[src/rtl/multicycle_control_if.sv]
// Control bundle between the multicycle controller and its datapath:
// instruction fields and ALU flags in, mux selects and write enables out.
interface multicycle_control_if;
  logic [3:0] Cond;
  logic [1:0] Op;
  logic [5:0] Funct;
  logic [3:0] ALUFlags;
  logic       PCWrite;
  logic       MemWrite;
  logic       RegWrite;
  logic       IRWrite;
  logic       AdrSrc;
  logic       ALUSrcA;
  logic [1:0] ResultSrc;
  logic [1:0] ALUSrcB;
  logic [1:0] RegSrc;
  logic [1:0] ALUControl;
  logic [1:0] ImmSrc;

  modport master (
    input  Cond, Op, Funct, ALUFlags,
    output PCWrite, MemWrite, RegWrite, IRWrite, AdrSrc, ALUSrcA,
           ResultSrc, ALUSrcB, RegSrc, ALUControl, ImmSrc
  );

  modport slave (
    output Cond, Op, Funct, ALUFlags,
    input  PCWrite, MemWrite, RegWrite, IRWrite, AdrSrc, ALUSrcA,
           ResultSrc, ALUSrcB, RegSrc, ALUControl, ImmSrc
  );
endinterface

[src/rtl/multicycle_control.sv]
// Multicycle ARM-subset controller: main FSM, ALU decode, condition check
// with flags and a per-instruction latched condition result.
module multicycle_control (
  input  logic                 clk,
  input  logic                 reset,
  multicycle_control_if.master bus
);

  typedef enum logic [3:0] {
    FETCH    = 4'd0,
    DECODE   = 4'd1,
    MEMADR   = 4'd2,
    MEMREAD  = 4'd3,
    MEMWB    = 4'd4,
    MEMWRITE = 4'd5,
    EXECUTER = 4'd6,
    EXECUTEI = 4'd7,
    ALUWB    = 4'd8,
    BRANCH   = 4'd9
  } ctrlState;

  ctrlState   state;
  ctrlState   nextState;
  logic [3:0] flags;
  logic       condExReg;
  logic       condEx;
  logic       n, z, c, v;
  logic       nextPC, regW, memW, irW, br, aluOp;
  logic       isAddSub;
  logic       flagWrite;

  assign {n, z, c, v} = flags;
  assign isAddSub  = (bus.Funct[4:1] == 4'b0100) || (bus.Funct[4:1] == 4'b0010);
  assign flagWrite = aluOp & bus.Funct[0] & condExReg;

  // State, flags and the condition result latched at DECODE
  always_ff @(posedge clk) begin
    if (reset) begin
      state     <= FETCH;
      flags     <= 4'b0000;
      condExReg <= 1'b0;
    end else begin
      state <= nextState;
      if (state == DECODE) condExReg <= condEx;
      if (flagWrite) begin
        flags[3:2] <= bus.ALUFlags[3:2];
        if (isAddSub) flags[1:0] <= bus.ALUFlags[1:0];
      end
    end
  end

  // Next state, mux selects and raw enables
  always_comb begin
    nextState     = FETCH;
    nextPC        = 1'b0;
    regW          = 1'b0;
    memW          = 1'b0;
    irW           = 1'b0;
    br            = 1'b0;
    aluOp         = 1'b0;
    bus.AdrSrc    = 1'b0;
    bus.ALUSrcA   = 1'b0;
    bus.ALUSrcB   = 2'b00;
    bus.ResultSrc = 2'b00;
    case (state)
      FETCH: begin
        nextState     = DECODE;
        irW           = 1'b1;
        nextPC        = 1'b1;
        bus.ALUSrcA   = 1'b1;
        bus.ALUSrcB   = 2'b10;
        bus.ResultSrc = 2'b10;
      end
      DECODE: begin
        bus.ALUSrcA   = 1'b1;
        bus.ALUSrcB   = 2'b10;
        bus.ResultSrc = 2'b10;
        case (bus.Op)
          2'b00:   nextState = bus.Funct[5] ? EXECUTEI : EXECUTER;
          2'b01:   nextState = MEMADR;
          2'b10:   nextState = BRANCH;
          default: nextState = FETCH;
        endcase
      end
      MEMADR: begin
        nextState   = bus.Funct[0] ? MEMREAD : MEMWRITE;
        bus.ALUSrcB = 2'b01;
      end
      MEMREAD: begin
        nextState  = MEMWB;
        bus.AdrSrc = 1'b1;
      end
      MEMWB: begin
        regW          = 1'b1;
        bus.ResultSrc = 2'b01;
      end
      MEMWRITE: begin
        memW       = 1'b1;
        bus.AdrSrc = 1'b1;
      end
      EXECUTER: begin
        nextState = ALUWB;
        aluOp     = 1'b1;
      end
      EXECUTEI: begin
        nextState   = ALUWB;
        aluOp       = 1'b1;
        bus.ALUSrcB = 2'b01;
      end
      ALUWB: regW = 1'b1;
      BRANCH: begin
        br            = 1'b1;
        bus.ALUSrcB   = 2'b01;
        bus.ResultSrc = 2'b10;
      end
      default: nextState = FETCH;
    endcase
  end

  // Condition check against the stored flags
  always_comb begin
    condEx = 1'b0;
    case (bus.Cond)
      4'b0000: condEx = z;
      4'b0001: condEx = ~z;
      4'b0010: condEx = c;
      4'b0011: condEx = ~c;
      4'b0100: condEx = n;
      4'b0101: condEx = ~n;
      4'b0110: condEx = v;
      4'b0111: condEx = ~v;
      4'b1000: condEx = c & ~z;
      4'b1001: condEx = ~c | z;
      4'b1010: condEx = (n == v);
      4'b1011: condEx = (n != v);
      4'b1100: condEx = ~z & (n == v);
      4'b1101: condEx = z | (n != v);
      4'b1110: condEx = 1'b1;
      default: condEx = 1'b0;
    endcase
  end

  always_comb begin
    bus.ALUControl = 2'b00;
    if (aluOp) begin
      case (bus.Funct[4:1])
        4'b0100: bus.ALUControl = 2'b00;
        4'b0010: bus.ALUControl = 2'b01;
        4'b0000: bus.ALUControl = 2'b10;
        4'b1100: bus.ALUControl = 2'b11;
        default: bus.ALUControl = 2'b00;
      endcase
    end
  end

  always_comb begin
    case (bus.Op)
      2'b00:   bus.ImmSrc = 2'b01;
      2'b01:   bus.ImmSrc = 2'b10;
      2'b10:   bus.ImmSrc = 2'b11;
      default: bus.ImmSrc = 2'b00;
    endcase
  end

  assign bus.RegSrc = {(bus.Op == 2'b01) & ~bus.Funct[0], bus.Op == 2'b10};

  // Enables are gated by the latched condition and killed during reset
  assign bus.PCWrite  = ~reset & (nextPC | (br & condExReg));
  assign bus.RegWrite = ~reset & regW & condExReg;
  assign bus.MemWrite = ~reset & memW & condExReg;
  assign bus.IRWrite  = ~reset & irW;

endmodule

[src/flat_wrapper.sv]
// flat-port wrapper written by rule: the top's interface ports become plain ports
module multicycle_control_flat 
  (clk, reset, bus_Cond, bus_Op, bus_Funct, bus_ALUFlags, bus_PCWrite, bus_MemWrite, bus_RegWrite, bus_IRWrite, bus_AdrSrc, bus_ALUSrcA, bus_ResultSrc, bus_ALUSrcB, bus_RegSrc, bus_ALUControl, bus_ImmSrc);
  multicycle_control_if bus_i ();
  input  logic clk;
  input  logic reset;
  input wire logic [$bits(bus_i.Cond)-1:0] bus_Cond;
  input wire logic [$bits(bus_i.Op)-1:0] bus_Op;
  input wire logic [$bits(bus_i.Funct)-1:0] bus_Funct;
  input wire logic [$bits(bus_i.ALUFlags)-1:0] bus_ALUFlags;
  output wire logic [$bits(bus_i.PCWrite)-1:0] bus_PCWrite;
  output wire logic [$bits(bus_i.MemWrite)-1:0] bus_MemWrite;
  output wire logic [$bits(bus_i.RegWrite)-1:0] bus_RegWrite;
  output wire logic [$bits(bus_i.IRWrite)-1:0] bus_IRWrite;
  output wire logic [$bits(bus_i.AdrSrc)-1:0] bus_AdrSrc;
  output wire logic [$bits(bus_i.ALUSrcA)-1:0] bus_ALUSrcA;
  output wire logic [$bits(bus_i.ResultSrc)-1:0] bus_ResultSrc;
  output wire logic [$bits(bus_i.ALUSrcB)-1:0] bus_ALUSrcB;
  output wire logic [$bits(bus_i.RegSrc)-1:0] bus_RegSrc;
  output wire logic [$bits(bus_i.ALUControl)-1:0] bus_ALUControl;
  output wire logic [$bits(bus_i.ImmSrc)-1:0] bus_ImmSrc;
  assign bus_i.Cond = bus_Cond;
  assign bus_i.Op = bus_Op;
  assign bus_i.Funct = bus_Funct;
  assign bus_i.ALUFlags = bus_ALUFlags;
  assign bus_PCWrite = bus_i.PCWrite;
  assign bus_MemWrite = bus_i.MemWrite;
  assign bus_RegWrite = bus_i.RegWrite;
  assign bus_IRWrite = bus_i.IRWrite;
  assign bus_AdrSrc = bus_i.AdrSrc;
  assign bus_ALUSrcA = bus_i.ALUSrcA;
  assign bus_ResultSrc = bus_i.ResultSrc;
  assign bus_ALUSrcB = bus_i.ALUSrcB;
  assign bus_RegSrc = bus_i.RegSrc;
  assign bus_ALUControl = bus_i.ALUControl;
  assign bus_ImmSrc = bus_i.ImmSrc;
  multicycle_control u_core (.clk(clk), .reset(reset), .bus(bus_i));
endmodule
[config.mk]
export PLATFORM = sky130hd
export DESIGN_NAME = multicycle_control_flat
export DESIGN_NICKNAME = d
export VERILOG_FILES = /design/src/rtl/multicycle_control_if.sv /design/src/rtl/multicycle_control.sv /design/src/flat_wrapper.sv
export SDC_FILE = /design/constraint.sdc
export NUM_CORES = 1
export LEC_CHECK = 0
export CORE_MARGIN = 3
export CORE_UTILIZATION = 42
export DETAILED_ROUTE_END_ITERATION = 12
export HOLD_SLACK_MARGIN = 0.03
export PLACE_DENSITY = 0.78
export SETUP_SLACK_MARGIN = 0.02
export SLEW_MARGIN = 20
export SYNTH_ARGS = -nofsm -noshare
export SYNTH_HDL_FRONTEND = slang
export SYNTH_SLANG_ARGS = --single-unit
[constraint.sdc]
create_clock -name clk -period 1.8 [get_ports clk]
set_input_delay 0.27 -clock clk [delete_from_list [all_inputs] [get_ports clk]]
set_output_delay 0.27 -clock clk [all_outputs]
set_load 0.01 [all_outputs]
## Word level (Yosys, flattened, before mapping)

Cells that the tools add are included.

| operators by class | value |
|---|---|
| reduce and logical (&&, ||, !) cells | 12 |
| bitwise gates (word level) | 21 |
| equality and inequality tests | 30 |
| multiplexer cells | 17 |

Operator list:

| kind | count |
|---|---|
| $eq A4 B4 Y1 const B | 10 |
| $eq A4 B3 Y1 const B | 9 |
| $eq A4 B2 Y1 const B | 5 |
| $pmux W4 S5 | 1 |
| $pmux W1 S15 | 1 |
| $and A1 B1 Y1 | 12 |
| $logic_not A4 Y1 | 3 |
| $pmux W2 S3 | 2 |
| $pmux W4 S3 | 1 |
| $eq A4 B1 Y1 const B | 2 |
| $mux W1 | 8 |
| $pmux W2 S2 | 2 |
| $reduce_or A2 Y1 | 4 |
| $not A1 Y1 | 6 |
| $reduce_or A3 Y1 | 2 |
| $mux W3 | 1 |
| $or A1 B1 Y1 | 3 |
| $eq A2 B1 Y1 const B | 1 |
| $eq A2 B2 Y1 const B | 1 |
| $logic_not A2 Y1 | 1 |
| $mux W2 | 1 |
| $reduce_and A2 Y1 | 1 |
| $eq A1 B1 Y1 | 1 |
| $logic_or A1 B1 Y1 | 1 |
| $ne A1 B1 Y1 | 1 |

| storage, ports and cells | value |
|---|---|
| flip-flop bits (word level) | 9 |
| input bits | 18 |
| output and inout port bits | 16 |
| logic and storage cells | 84 |

## Longest topological paths before layout

Gate-level depths: netlist of run 1.

| logic depth | value |
|---|---|
| word-level depth | 6 |
| mapped depth | 6 |
| gate-level depth less buffers | 6 |

## Worst setup path after synthesis of run 1

No wires, ideal clock.

| timing | value |
|---|---|
| path type | flip-flop to output port |
| start point | register u_core.state[2] |
| end point | output port bus_RegWrite |
| cell stages (with the launch flop) | 4 |
| required time | 1.530 ns |
| arrival | 1.278 ns |
| slack | 0.252 ns |
| buffers on the path | 1 |
| path through | dfxtp_1 -> buf_4 -> nand2b_1 -> a2111oi_0 |

| on the way | value |
|---|---|
| longest elaborated chain between the ends | 5 |
| elaborated cells between the ends (all ways) | 6 |
| those cells by class | eq/ne (2); mux (1); bitwise (2); reduce/logical (1) |

RTL lines:

| item | RTL line | source |
|---|---|---|
| start: declaration | multicycle_control.sv:22 | `ctrlState state;` |
| start signal: assignment | multicycle_control.sv:43 | `state <= nextState;` |
| $eq A4 B3 Y1 / $eq A4 B4 Y1 (equally long branches) | multicycle_control.sv:65 | `case (state)` |
| $reduce_or A2 Y1 (no line) * | -- |  |
| $mux W1 * | multicycle_control.sv:65 |  |
| $and A1 B1 Y1 * (2 in a row) | multicycle_control.sv:169 | `assign bus.RegWrite = ~reset & regW & condExReg;` |
| end: declaration | flat_wrapper.sv:13 | `output wire logic [$bits(bus_i.RegWrite)-1:0] bus_RegWrite;` |

Mark *: on every way between the ends. The rest lies on a longest branch, timed or not.

## Worst setup path in the final report of run 1

| timing | value |
|---|---|
| start point | register u_core.state[2] |
| end point | output port bus_ALUSrcB[0] |

| on the way | value |
|---|---|
| longest elaborated chain between the ends | 3 |
| elaborated cells between the ends (all ways) | 8 |
| those cells by class | eq/ne (4); mux (1); reduce/logical (3) |

RTL lines:

| item | RTL line | source |
|---|---|---|
| $eq A4 B2 Y1, or another cell as far along | multicycle_control.sv:65 |  |
| $reduce_or A3 Y1 (no line) / $reduce_or A2 Y1 (equally long branches) | -- |  |
| $pmux W2 S2 * | multicycle_control.sv:65 |  |
| end: declaration | flat_wrapper.sv:18 | `output wire logic [$bits(bus_i.ALUSrcB)-1:0] bus_ALUSrcB;` |

Marked as above.

==> impl_metrics.yaml, run 1 <==
global_route:
  grtUsageTotal: 0.197
  grt_first_pass_wirelength_mm: 3.84
  antenna_found_initial: 0
  grt_max_degree: 10
  grt_pass1_vias: 916
  grt_overflow: 0
final_layout:
  fin_util: 0.758
  layout.nets: 186
  antenna_cells: 0
  drive_gt1_frac: 0.284
  final_area_um2: 1370
  synthToLayoutAreaGrowth_pct: 62.4
die:
  ioPinCount: 34
  rows: 15
  start_util: 0.467
  dieArea_um2: 2570
  die_x_um: 50.7
  core_um2: 1800
  fp.dieH_um: 50.7
clock_tree:
  tritoncts: "yes"
  ctsLongestPathBuffers: 2
  clock-root-buffer: "clkbuf_4"
  cts.sinks: 9
  cts_setup_buffers: 0
  insertion_delay_ps: 270
  cts_buffers: 3
  clkTransAtPathRegs_ps: 60
  ctsHoldBuffers: 0
  htree_levels: 1
timing:
  setup_violations: 0
  slew_headroom: 0.794
  fin_ws_ps: 76.0
  fin_crit_ps: 1720
  slew_violations: 0
  hold_viol: 0
  clock.fmax_mhz: 580
  min_period_over_period: 0.958
  rsz0062_at_grt: "false"
  worstMarginPinSlew_ps: 308
  finClkSkew_ps: 11.1
synthesis:
  yosys-top-cells-area: "dfxtp_1 21%, ha_1 7.4%, nand2b_1 5.2%"
  yosys_register_bits: 9
  synth_top_area_frac: 0.214
  syn_area_um2: 841
  synth_commonest_cells: "9 x dfxtp_1, 8 x a21oi_1, 8 x nor2_1, 8 x nor3_1, 8 x o21ai_0"
  synth.net_count: 132
  synth_most_common_cell: "dfxtp_1"
  yosys_warnings: 0
  syn-instance-count: 109
  synth_edf_count: 0
  syn_area_per_cell_um2: 7.71
  synth.distinct_cells: 34
  yosysSeqAreaShare: 0.214
  ys.flop_type: "dfxtp_1"
  synth-async-reset-ratio: 0
  yosys.area.top_type: "dfxtp_1"
setup_path:
  worst_path_max_delay_cell: "dfxtp_2"
  reg2reg_depth: 6
  cp-start-kind: "flop"
  crit_fanout: 7
  worstPathRequired_ps: 1530
  crit_path_end_kind: "output pin"
  path_cells: "buf_4 > nand3b_4 > o21ai_0 > a21o_1 > dlygate4sd2_1"
  critical_path.max_stage_delay_ps: 350
  worst-setup-path-type: "flop to output pin"
  arrival_ps: 1450
place:
  place.gp.congestion: 0.816
  io_buffer_count: 33
  dpl_cell_area_um2: 1340
  place_ws_ps: -419
  dpl.hpwl_mm: 1.87
run_status:
  outcome: "finished, final reports clean"
drt:
  vias: 990
  drt_wl_total_mm: 2.37
  ant_nets: 0
  wl_per_cell_um: 12.7
  drtPass1Iterations: 4
  viasPerCell: 5.29
  first_iter_violations: 14
  drc: 0
flow_run:
  drv_cap: 0
hold_path:
  hold_class: "input port to flop"
  min_delay_path_depth: 3
pwr:
  ir_worst_vdd_mv: 0.445
  finalPower_uw: 625
  p_per_area_nw_per_um2: 458
  power_leakage_nw: 0.623
==> layout make-up <==
type / instances / area [µm²]
multi-input cells: 89 / 638
repair buffers: 56 / 469
fillers: 144 / 437
flip-flops and latches: 9 / 185
well taps: 25 / 31.3
clock buffers: 4 / 26.3
inverters: 4 / 15.0
==> per-layer routing <==
layer | track usage | up-vias | part of all wire
met1 | 0.222 | 447 | 0.42
met3 | 0.0356 | 9 | 0.047
met4 | 0.121 | 0 | 0.028
li1 | - | 496 | -
met2 | 0.339 | 38 | 0.50
met5 | 0 | - | 0
==> power by group <==
part	leakage [nW]	internal [mW]	switching (mW)
clock network	0.0150	0.0854	0.0719
registers	0.0747	0.209	0.0141
logic	0.533	0.135	0.110
total	0.623	0.430	0.196
==> layout by cell type, fill, tap and decap left out, types with 3 or more instances in the layout <==
cell type         n
dfxtp_1           5
clkdlybuf4s50_1  15
nand2_1           7
dlygate4sd2_1    11
nor2_1            8
buf_4            23
a21oi_1           8
inv_1             3
clkbuf_4          3
nand3_1           5
nand2b_1          7
dfxtp_2           4
clkbuf_2          4
xnor2_1           4
o21ai_0           8
ha_1              5
nor3_1            7
xor2_1            4
==> critical path, delay by kind of cell (launching register included) <==
| family | cells | cell delay [ps] |
|---|---|---|
| flops | 1 | 350 |
| compound gates | 2 | 280 |
| buf+inv | 2 | 430 |
| simple gates | 1 | 140 |
==> sequential cells by signal, summed over array words and instances (netlist names) <==
signal and count:
u_core.condExReg 1, u_core.flags 4, u_core.state 4
==> worst paths after layout <==
check                                      from               to  slack (ps)
worst max-delay path            u_core.state[2]   bus_ALUSrcB[0]          80
worst min-delay path                      reset  u_core.flags[3]         430
worst max register to register  u_core.state[2]  u_core.flags[1]         320
worst min register to register  u_core.flags[2]  u_core.flags[2]         530
==> cells by family (layout without fill, tap and decap cells) <==
kind of cell,count (synthesis),after routing,synth area share
AO/OA/AOI/OAI,26,26,0.188
flip-flops,9,9,0.214
AND/OR/NAND/NOR,48,48,0.354
XOR/XNOR,8,8,0.0833
buffers and inverters,11,64,0.0625
adder cells (fa/ha/maj),5,5,0.0744
multiplexers,2,2,0.0238
==> metrics by stage <==
step	instances	hold slack, ps	setup TNS, ps
2_1_floorplan	109	339	0
3_3_place_gp	183	499	-1780
3_5_place_dp	183	523	-2220
4_1_cts	187	533	-95.3
5_1_grt	187	448	0
6_report	187	427	0
==> what timing repair did <==
action | 4_1_cts | 5_1_grt
endpoints found under the setup margin | 16 | 7
pin swaps | 0 | 0
endpoints found under the hold margin | 0 | 0
resized for setup | 24 | 16
(Power assumes the default switching activity.)
==> run 2: changes to the inputs <==
- CORE_UTILIZATION: 42 -> 44
- CTS_BUF_LIST: unset -> sky130_fd_sc_hd__clkbuf_8
- PLACE_DENSITY: 0.78 -> 0.81
==> run 2 against run 1 <==
Compared with the run above:
- critical endpoint is now bus_ALUControl[1]
- largest cell class unchanged
- combinational power up 4%
- core utilization increased by 3.7 points
- final area grew 2.8%
- final cell count rose by 1.1%
- clock-buffer cell count is 1 lower
- hold slack got worse by 6.6 ps
==> impl_metrics.yaml, run 2 (synthesis gave the netlist of run 1 again) <==
final_layout:
  fin_util: 0.795
  fillerInstances: 135
  multi_input_area_um2: 621
  finalNonFillerCells: 189
  reg_top3: "u_core.flags x4, u_core.state x4, u_core.condExReg x1"
  layout.nets: 188
  synthToLayoutAreaGrowth_pct: 66.8
  layout_commonest_cell: "buf_4"
  antenna_cells: 0
  drive_gt1_frac: 0.250
  seqCellArea_um2: 184
  layout_common_cells: "25 x buf_4, 16 x clkdlybuf4s50_1, 10 x dlygate4sd2_1"
drt:
  ant_nets: 0
  viasPerCell: 5.21
  wl_per_cell_um: 12.9
  drtPass1Iterations: 4
  vias: 984
  drc: 0
  first_iter_violations: 16
  drt_wl_total_mm: 2.45
global_route:
  grt_overflow: 0
  grt_pass1_vias: 950
  use_met3: 0.0453
  busiest_layer: "met2"
  grt_use_met1: 0.220
  grtUsageMet2: 0.414
  grtUsageTotal: 0.212
  antenna_found_initial: 0
  grt_max_degree: 10
  grt_first_pass_wirelength_mm: 4.06
setup_path:
  cpLargestDelayFamily: "buffers and inverters"
  crit_fanout: 7
  worst-setup-path-type: "flop to output pin"
  crit_path_end_kind: "output pin"
  worstPathRequired_ps: 1530
  worst_path_max_delay_cell: "dfxtp_2"
  arrival_ps: 1430
  critical_path.max_stage_delay_ps: 370
  path_cells: "buf_4 > nand3b_4 > nor4_1 > dlygate4sd2_1"
  crit_buf_inv: 2
  cp-start-kind: "flop"
place:
  place_ws_ps: -410
  dp.cells: 185
  io_buffer_count: 33
  dpl.hpwl_mm: 1.87
  place.gp.congestion: 0.822
pwr:
  clkPwrFrac: 0.325
  switching_power_uw: 206
  finalPower_uw: 709
  power.share.switching: 0.291
  seq_power_share: 0.313
  p_comb_frac: 0.362
  ir_worst_vdd_mv: 0.437
  p_per_area_nw_per_um2: 505
  power.internal_uw: 502
  power_leakage_nw: 0.638
die:
  start_util: 0.477
  rows: 15
  dieArea_um2: 2470
  ioPinCount: 34
  die_x_um: 49.7
  fp.dieH_um: 49.7
  core_um2: 1760
clock_tree:
  cts.sinks: 9
  htree_levels: 1
  cts_buffers: 3
  cts_setup_buffers: 0
  insertion_delay_ps: 230
  clock-root-buffer: "clkbuf_8"
  ctsHoldBuffers: 0
  clkTransAtPathRegs_ps: 40
  tritoncts: "yes"
  ctsLongestPathBuffers: 2
timing:
  worstMarginPinSlew_ps: 345
  clock.fmax_mhz: 590
  rsz0062_at_grt: "false"
  setup_violations: 0
  min_period_over_period: 0.942
  hold-worst-slack_ps: 420
  slew_violations: 0
  slew_headroom: 0.764
  hold_viol: 0
  finClkSkew_ps: 1.60
  fin_crit_ps: 1700
  fin_ws_ps: 104
flow_run:
  drv_cap: 0
hold_path:
  hold_class: "input port to flop"
run_status:
  outcome: "finished, final reports clean"
-- run 2: cell type report --
type / instances / share of cell area
clock buffers: 3 / 0.0294
clock inverters: 1 / 0.00268
inverters: 4 / 0.0107
multi-input cells: 89 / 0.442
flip-flops and latches: 9 / 0.131
well taps: 25 / 0.0223
repair buffers: 58 / 0.361
-- run 2: power by group through the flow --
| stage | Clock, mW | Combinational [mW] | Sequential (mW) |
|---|---|---|---|
| finish | 0.230 | 0.256 | 0.222 |
| global route | 0.242 | 0.278 | 0.223 |
| CTS | 0.227 | 0.257 | 0.221 |
| detailed placement | 0 | 0.264 | 0.224 |
| global placement | 0 | 0.255 | 0.224 |
| floorplan | 0 | 0.115 | 0.217 |
-- run 2: path summary, 6_finish.rpt --
| kind | start | endpoint | slack, ps | depth (start not counted) |
|---|---|---|---|---|
| worst min register to register | u_core.flags[2] | u_core.flags[2] | 540 | 2 |
| worst min-delay path | reset | u_core.flags[0] | 420 | 2 |
| worst max-delay path | u_core.state[2] | bus_ALUControl[1] | 100 | 4 |
| worst max register to register | u_core.state[2] | u_core.flags[1] | 340 | 6 |
-- run 2: per-layer routing --
layer / wire [µm] / vias to the layer above
li1: - / 500
met1: 962 / 449
met2: 1330 / 31
met3: 120 / 4
met4: 34 / 0
met5: 0 / -
-- run 2: repair_timing --
item | CTS | global route
gates cloned | 0 | 0
setup endpoints to repair | 16 | 6
resized for setup | 25 | 6
-- run 2: per-stage QoR --
stage	TNS [ps]	cell area (µm²)
floorplan	0	841
global placement	-2100	1350
detailed placement	-2500	1350
CTS	0	1390
global route	0	1400
finish	0	1400
